File: src/rtl/player_motion_if.sv
// Bundles the frame strobe, key levels and collision flags going into the
// player motion block, together with the position and state coming back out.
interface player_motion_if;
  // tick is a one-clk strobe with no backpressure. Inputs are sampled on the clk
  // edge where tick=1, and the outputs show the result one clk after that edge.
  logic       tick;
  logic       key_left;
  logic       key_right;
  logic       key_jump;
  logic [3:0] coll;
  logic [9:0] x_blue;
  logic [8:0] y_blue;
  logic [1:0] v_state;
  logic       on_ground;

  modport master (
    output tick, key_left, key_right, key_jump, coll,
    input  x_blue, y_blue, v_state, on_ground
  );

  modport slave (
    input  tick, key_left, key_right, key_jump, coll,
    output x_blue, y_blue, v_state, on_ground
  );
endinterface

File: src/rtl/player_motion.sv
// Blue player position: one-pixel-per-tick horizontal walking, plus a vertical
// STAND/RISE/FALL machine driven by collision flags and an edge-captured jump key.
module player_motion #(
  parameter logic [9:0] X_INIT = 10'd40,
  parameter logic [8:0] Y_INIT = 9'd400,
  parameter logic [9:0] X_MAX  = 10'd617,
  parameter logic [8:0] Y_MAX  = 9'd435,
  parameter logic [6:0] JUMP_H = 7'd60
) (
  input  logic           clk,
  input  logic           rst_n,
  player_motion_if.slave bus
);

  typedef enum logic [1:0] {
    ST_STAND = 2'd0,
    ST_RISE  = 2'd1,
    ST_FALL  = 2'd2
  } vstate_e;

  vstate_e    state_q;
  logic [9:0] x_q, x_d;
  logic [8:0] y_q;
  logic [6:0] rise_cnt_q;
  logic       jump_req_q;
  logic       jump_prev_q;
  logic       on_ground_q;
  logic       jump_rise;

  assign jump_rise = bus.key_jump & ~jump_prev_q;

  // Bounds are checked before stepping, so x cannot wrap past 0 or X_MAX.
  always_comb begin
    x_d = x_q;
    if (bus.key_right && !bus.key_left && !bus.coll[2] && (x_q < X_MAX))
      x_d = x_q + 10'd1;
    else if (bus.key_left && !bus.key_right && !bus.coll[3] && (x_q != 10'd0))
      x_d = x_q - 10'd1;
  end

  always_ff @(posedge clk or negedge rst_n) begin
    if (!rst_n) begin
      state_q     <= ST_FALL;
      x_q         <= X_INIT;
      y_q         <= Y_INIT;
      rise_cnt_q  <= 7'd0;
      jump_req_q  <= 1'b0;
      jump_prev_q <= 1'b0;
      on_ground_q <= 1'b0;
    end else begin
      jump_prev_q <= bus.key_jump;
      if (bus.tick) begin
        // A pending jump is consumed or dropped on every tick: no buffering.
        jump_req_q <= 1'b0;
        x_q        <= x_d;
        case (state_q)
          ST_STAND: begin
            if (!bus.coll[0] && (y_q < Y_MAX)) begin
              state_q     <= ST_FALL;
              on_ground_q <= 1'b0;
            end else if (jump_req_q && !bus.coll[1]) begin
              state_q     <= ST_RISE;
              rise_cnt_q  <= 7'd0;
              on_ground_q <= 1'b0;
            end
          end
          ST_RISE: begin
            // Floor flag is irrelevant while rising; only head bump or height end it.
            if (bus.coll[1] || (y_q == 9'd0)) begin
              state_q <= ST_FALL;
            end else begin
              y_q        <= y_q - 9'd1;
              rise_cnt_q <= rise_cnt_q + 7'd1;
              if ((rise_cnt_q + 7'd1) == JUMP_H)
                state_q <= ST_FALL;
            end
          end
          ST_FALL: begin
            if (bus.coll[0]) begin
              state_q     <= ST_STAND;
              on_ground_q <= 1'b1;
            end else if (y_q >= Y_MAX) begin
              y_q         <= Y_MAX;
              state_q     <= ST_STAND;
              on_ground_q <= 1'b1;
            end else begin
              y_q <= y_q + 9'd1;
            end
          end
          default: begin
            state_q     <= ST_FALL;
            on_ground_q <= 1'b0;
          end
        endcase
      end else if (jump_rise) begin
        jump_req_q <= 1'b1;
      end
    end
  end

  assign bus.x_blue    = x_q;
  assign bus.y_blue    = y_q;
  assign bus.v_state   = state_q;
  assign bus.on_ground = on_ground_q;

endmodule
File: src/flat_wrapper.sv
// flat-port wrapper written by rule: the top's interface ports become plain ports
module player_motion_flat 
#(
  parameter logic [9:0] X_INIT = 10'd40,
  parameter logic [8:0] Y_INIT = 9'd400,
  parameter logic [9:0] X_MAX  = 10'd617,
  parameter logic [8:0] Y_MAX  = 9'd435,
  parameter logic [6:0] JUMP_H = 7'd60
)
  (clk, rst_n, bus_tick, bus_key_left, bus_key_right, bus_key_jump, bus_coll, bus_x_blue, bus_y_blue, bus_v_state, bus_on_ground);
  player_motion_if bus_i ();
  input  logic clk;
  input  logic rst_n;
  input wire logic [$bits(bus_i.tick)-1:0] bus_tick;
  input wire logic [$bits(bus_i.key_left)-1:0] bus_key_left;
  input wire logic [$bits(bus_i.key_right)-1:0] bus_key_right;
  input wire logic [$bits(bus_i.key_jump)-1:0] bus_key_jump;
  input wire logic [$bits(bus_i.coll)-1:0] bus_coll;
  output wire logic [$bits(bus_i.x_blue)-1:0] bus_x_blue;
  output wire logic [$bits(bus_i.y_blue)-1:0] bus_y_blue;
  output wire logic [$bits(bus_i.v_state)-1:0] bus_v_state;
  output wire logic [$bits(bus_i.on_ground)-1:0] bus_on_ground;
  assign bus_i.tick = bus_tick;
  assign bus_i.key_left = bus_key_left;
  assign bus_i.key_right = bus_key_right;
  assign bus_i.key_jump = bus_key_jump;
  assign bus_i.coll = bus_coll;
  assign bus_x_blue = bus_i.x_blue;
  assign bus_y_blue = bus_i.y_blue;
  assign bus_v_state = bus_i.v_state;
  assign bus_on_ground = bus_i.on_ground;
  player_motion #(.X_INIT(X_INIT), .Y_INIT(Y_INIT), .X_MAX(X_MAX), .Y_MAX(Y_MAX), .JUMP_H(JUMP_H)) u_core (.clk(clk), .rst_n(rst_n), .bus(bus_i));
endmodule
File: config.mk
export PLATFORM = sky130hd
export DESIGN_NAME = player_motion_flat
export DESIGN_NICKNAME = d
export VERILOG_FILES = /design/src/rtl/player_motion_if.sv /design/src/rtl/player_motion.sv /design/src/flat_wrapper.sv
export SDC_FILE = /design/constraint.sdc
export NUM_CORES = 1
export LEC_CHECK = 0
export CAP_MARGIN = 20
export CORE_MARGIN = 2
export CORE_UTILIZATION = 30
export DETAILED_ROUTE_END_ITERATION = 8
export SLEW_MARGIN = 20
export SYNTH_ARGS = -nofsm -noshare
export SYNTH_HDL_FRONTEND = slang
export SYNTH_SLANG_ARGS = --single-unit
File: constraint.sdc
create_clock -name clk -period 3.6 [get_ports clk]
set_input_delay 0.72 -clock clk [delete_from_list [all_inputs] [get_ports clk]]
set_output_delay 0.72 -clock clk [all_outputs]
set_load 0.01 [all_outputs]
Word level (Yosys, flattened, before mapping)
Cells that the tools add are included.

Register bits after elaboration: 31. Latch bits: 0. Memory bits (writable): 0. Bits in read-only memories: 0. Output and inout bits: 22. Word-level logic and storage cells: 79. Memories kept: 0.

$add $sub $neg: 5. $mul: 0. Divide/modulo/power cells: 0. Magnitude comparators: 3. Equal/unequal tests: 10. Shift operators: 0. Muxes and demuxes: 24. Bitwise operators: 3. Reductions and logical operators: 27.

Operator list (count): $mux W9 (3); $mux W7 (3); $mux W10 (2); $pmux W9 S2 (1); $pmux W7 S2 (1); $mux W2 (6); $reduce_and A4 Y1 (3); $add A10 B1 Y10 const B (1); $lt A10 B10 Y1 const B (1); $reduce_bool A10 Y1 (1); $sub A10 B1 Y10 const B (1); $add A9 B1 Y9 const B (1); $ge A9 B9 Y1 const B (1); $logic_not A9 Y1 (1); $lt A9 B9 Y1 const B (1); $sub A9 B1 Y9 const B (1); $logic_and A1 B1 Y1 (8); $reduce_bool A2 Y1 (4); $add A7 B1 Y7 const B (1); $eq A7 B6 Y1 const B (1); $logic_not A1 Y1 (6); $mux W1 (6); $ne A2 B2 Y1 const B (3); $ne A3 B1 Y1 const B (2); other kinds (12) (13).

Logic depth before layout (Yosys ltp)
Depth in word-level cells: 6. Mapped depth: 11. Gate-level depth less buffers: 11.

Least setup slack after synthesis
No wires, ideal clock.

Path type: input port to flip-flop. From: input bus_key_left. To: register u_core.x_q[9] (netlist: u_core.bus.x_blue[9]). Setup time: 0.079 ns. Arrival time: 2.595 ns. Slack: 0.926 ns. Cell stages on the path: 11. Cells stage by stage: nor2_1 nand2_1 a21oi_1 inv_1 ha_1 o211ai_1 a2bb2oi_1 o31ai_1 a21o_1 a21oi_1 xor2_1.

Cells in the longest elaborated chain, start to end: 6. Elaborated cells between the ends (all ways): 10.

Ends and longest elaborated chain: start, declared (RTL line flat_wrapper.sv:15) `input wire logic [$bits(bus_i.key_left)-1:0] bus_key_left;`; $logic_not A1 Y1 (RTL line player_motion.sv:35) `if (bus.key_right && !bus.key_left && !bus.coll[2] && (x_q < X_MAX))`; $logic_and A1 B1 Y1 (3 in series) (RTL line player_motion.sv:35); $reduce_bool A2 Y1 (no source line); $reduce_and A2 Y1 (no source line); end signal, assigned (RTL line player_motion.sv:44) `x_q <= X_INIT;`; end signal, assigned (RTL line player_motion.sv:55) `x_q <= x_d;`; end, declared (RTL line player_motion.sv:22) `logic [9:0] x_q, x_d;`.

Parallel ways exist; a longest one is shown, timed or not. A chain may end at the register's enable or synchronous reset.

Worst setup path after layout
Ends and elaborated chain as after synthesis.

==> results.md <==
* Outcome: finished clean
* CTS buffer count at 5
* Commonest non-fill, non-tap cells in the layout: clkdlybuf4s50_1 (31), o21ai_0 (28), dfrtp_1 (25)
* DIE AREA at approximately 0.0079 mm²
* Crit start category: input port
* Post-CTS Setup Inserts at 0
* Fin. Hold Viols at 0
* Least-Margin Pin Slew at between 0.6 and 0.7 ns
* Clk pwr share at 0.142
* Hold Path Cell Cnt at 1
* Placed cells at 367
* Register area share after synthesis at 0.3644
* Die X at between 80 and 90 µm
* Worst relative slew slack at 0.5582
* Global route total overflow at 0
* Post-synth EDFFs at 0
* Synthesized area per cell at 8.846 µm²
* TritonCTS clock tree: done
* Worst reg2reg path startpoint: u_core.bus.x_blue[0]$_DFFE_PN0P_
* # rows at 30
* Fillers at roughly 700
* Clock Skew at 0.008606 ns
* Mapped Area at 0.002150 mm²
* FF+latch count, synth at 31
* Clock transition at path regs at 0.07 ns
* Worst r2r dst: u_core.bus.x_blue[9]$_DFFE_PN0P_
* Logic pwr share at 0.524
* Final setup fails at 0
* Register share of total power at 0.334
* Total Nets Final at 301
* Skew-Pair Late Insertion Delay at about 0.29 ns
* Tot Pwr at around 2200 µW
* Post-DRT Antenna Nets at 0
* Warnings, synthesis at 0
* Reg2Reg Depth at 11
* Distinct cells, synth at 54
* Max-cap violations at 0
* Clock tree buffer depth at 2
* Vias in the first global route at 1,901
* CTS sink count at 31
* Net Sw Frac at 0.4249
* Initial antenna violation count at 0
* CP Class: in2reg
* RSZ-0062 raised after global routing: false
* CP required at around 3.8 ns
* Ports at 32
* Worst Hold Slack at roughly 0.50 ns
* Cell-internal power at 1252 µW
* GP Congestion at 0.8184
* Total Wirelength at 5.189 mm
* Most common library cell in the layout ignoring fill and taps: clkdlybuf4s50_1
* Max Slew Vio Count at 0
* H-tree levels at 2
* Sw power at between 900 and 1000 µW
* Vias at around 2,000
* Maximum VDD drop at around 0.0003 V
* Min cycle time layout at 2.872 ns
* Diodes inserted at 0
* Fin crit share at 0.7978
* Ys flop type: dfrtp_1
* Min-Delay Path Class: reg2reg
* HP Start: u_core.rise_cnt_q[5]$_DFFE_PN0P_
* IO Port Bufs at 31
* Leakage power total at 0.001065 µW
* Pwr Density at 815.6 mW/mm²
* Initial Util at 0.3129
* Syn nets at 266
* Hold bufs inserted after CTS at 0
* WHS Endpoint: u_core.rise_cnt_q[5]$_DFFE_PN0P_
* Share of layout cells above drive strength 1 at 0.09677
* CORE AREA at 0.006869 mm²
* Area Overhead vs Synth at 24.16%
* Critical path arrival at about 3 ns
* Drt first pass iters at 4
* Drt wl/cell at roughly 14 µm
* Total track usage at 0.1445
* Layout Cells excl Fill at 375
* Chip Height at 88.65 µm
* CP max FO at 8
* DRC errors left at 0
* Setup TNS at 0 ns
* Largest net degree at the start of global routing at 32
* Kind of end point of the critical path: register
* First-pass GRT wire length at about 9 mm
* Vias per inst at between 5 and 6
* Register-to-register setup slack at between 0.8 and 0.9 ns
* Synth Instances at 243
* Async SR Flop Fraction at 1.000
* Initial drt markers at 73
* Upper clock frequency limit at 0.3482 GHz
* Detailed-placement wirelength estimate at 3.766 mm
* Post-cts sizing count at 0
* Clock root buffer: clkbuf_8
area by class of cell:
class                      count  area (µm²)  area share
clock inverter                 1       7.507    0.002813
multi-input combinational    197        1299      0.4866
tap                           96       120.1     0.04501
timing repair buffer          33       325.3      0.1219
sequential                    31       783.3      0.2935
inverter                      10       37.54     0.01406
clock buffer                   7       96.34     0.03610
critical path, cell delays in order:
cell             delay, ns
clkdlybuf4s50_1       0.42
nor2_1                0.11
nand2_1               0.06
a21oi_1               0.16
inv_1                 0.19
ha_1                  0.36
o211ai_1              0.27
a2bb2oi_1             0.19
o31ai_1               0.10
a21o_1                0.20
a21oi_1               0.17
xor2_1                0.15
worst max-delay path by stage:
stage                     slack [ns]                          endpoint    startpoint
after global routing            0.50  u_core.bus.x_blue[9]$_DFFE_PN0P_  bus_key_left
after global placement          0.52  u_core.bus.x_blue[9]$_DFFE_PN0P_  bus_key_left
after detailed placement        0.40  u_core.bus.x_blue[9]$_DFFE_PN0P_  bus_key_left
after floorplan                 0.93  u_core.bus.x_blue[9]$_DFFE_PN0P_  bus_key_left
final                           0.73  u_core.bus.x_blue[9]$_DFFE_PN0P_  bus_key_left
after CTS                       0.71  u_core.bus.x_blue[9]$_DFFE_PN0P_  bus_key_left
state kept, by name, indices dropped and copies added (netlist names):
name                  flops
u_core.bus.on_ground      1
u_core.bus.v_state        2
u_core.bus.x_blue        10
u_core.bus.y_blue         9
u_core.jump_prev_q        1
u_core.jump_req_q         1
u_core.rise_cnt_q         7
logic make-up after synthesis:
logic type | synth area share
compound gates | 0.2881
buf+inv | 0.03318
flops | 0.3644
xor+xnor | 0.02852
simple gates | 0.2014
fa+ha+maj | 0.07916
mux | 0.005238
routing by layer:
| metal | GRT usage | wire [µm] | vias up |
|---|---|---|---|
| met4 | 0.04821 | 81 | 0 |
| li1 | - | - | 981 |
| met1 | 0.1975 | 2531 | 918 |
| met2 | 0.2212 | 2340 | 52 |
| met3 | 0.03825 | 236 | 7 |
| met5 | 0 | 0 | - |
cells in the mapped netlist, types with 4 or more instances:
| cell type | number | area share |
|---|---|---|
| nand2b_1 | 5 | 0.015 |
| dfrtp_1 | 25 | 0.29 |
| a31oi_1 | 8 | 0.023 |
| o211ai_1 | 4 | 0.014 |
| dfstp_2 | 6 | 0.073 |
| a21o_1 | 4 | 0.014 |
| nor2b_1 | 6 | 0.017 |
| ha_1 | 12 | 0.070 |
| a21oi_1 | 19 | 0.044 |
| inv_1 | 10 | 0.017 |
| o21ai_0 | 28 | 0.065 |
| nand3_1 | 10 | 0.023 |
| o31ai_1 | 5 | 0.017 |
| nand2_1 | 22 | 0.038 |
| xnor2_1 | 5 | 0.020 |
| nor3_1 | 6 | 0.014 |
| nor2_1 | 14 | 0.024 |
metrics by stage:
step,worst slack (ns),utilization,instance area [µm²]
after floorplan,0.9261,-,2150
after global routing,0.5044,0.3885,2669
after detailed placement,0.3991,0.3729,2561
after CTS,0.7131,0.3880,2665
after global placement,0.5224,0.3729,2561
final,0.7278,0.3885,2669
power groups by stage:
stage	registers [µW]	clock network, µW	logic (µW)
after floorplan	710	0	745
after global placement	729	0	1130
after detailed placement	727	0	1140
after CTS	726	321	1150
after global routing	757	336	1290
final	727	309	1140
No activity file was read; power rests on OpenSTA's default activity.
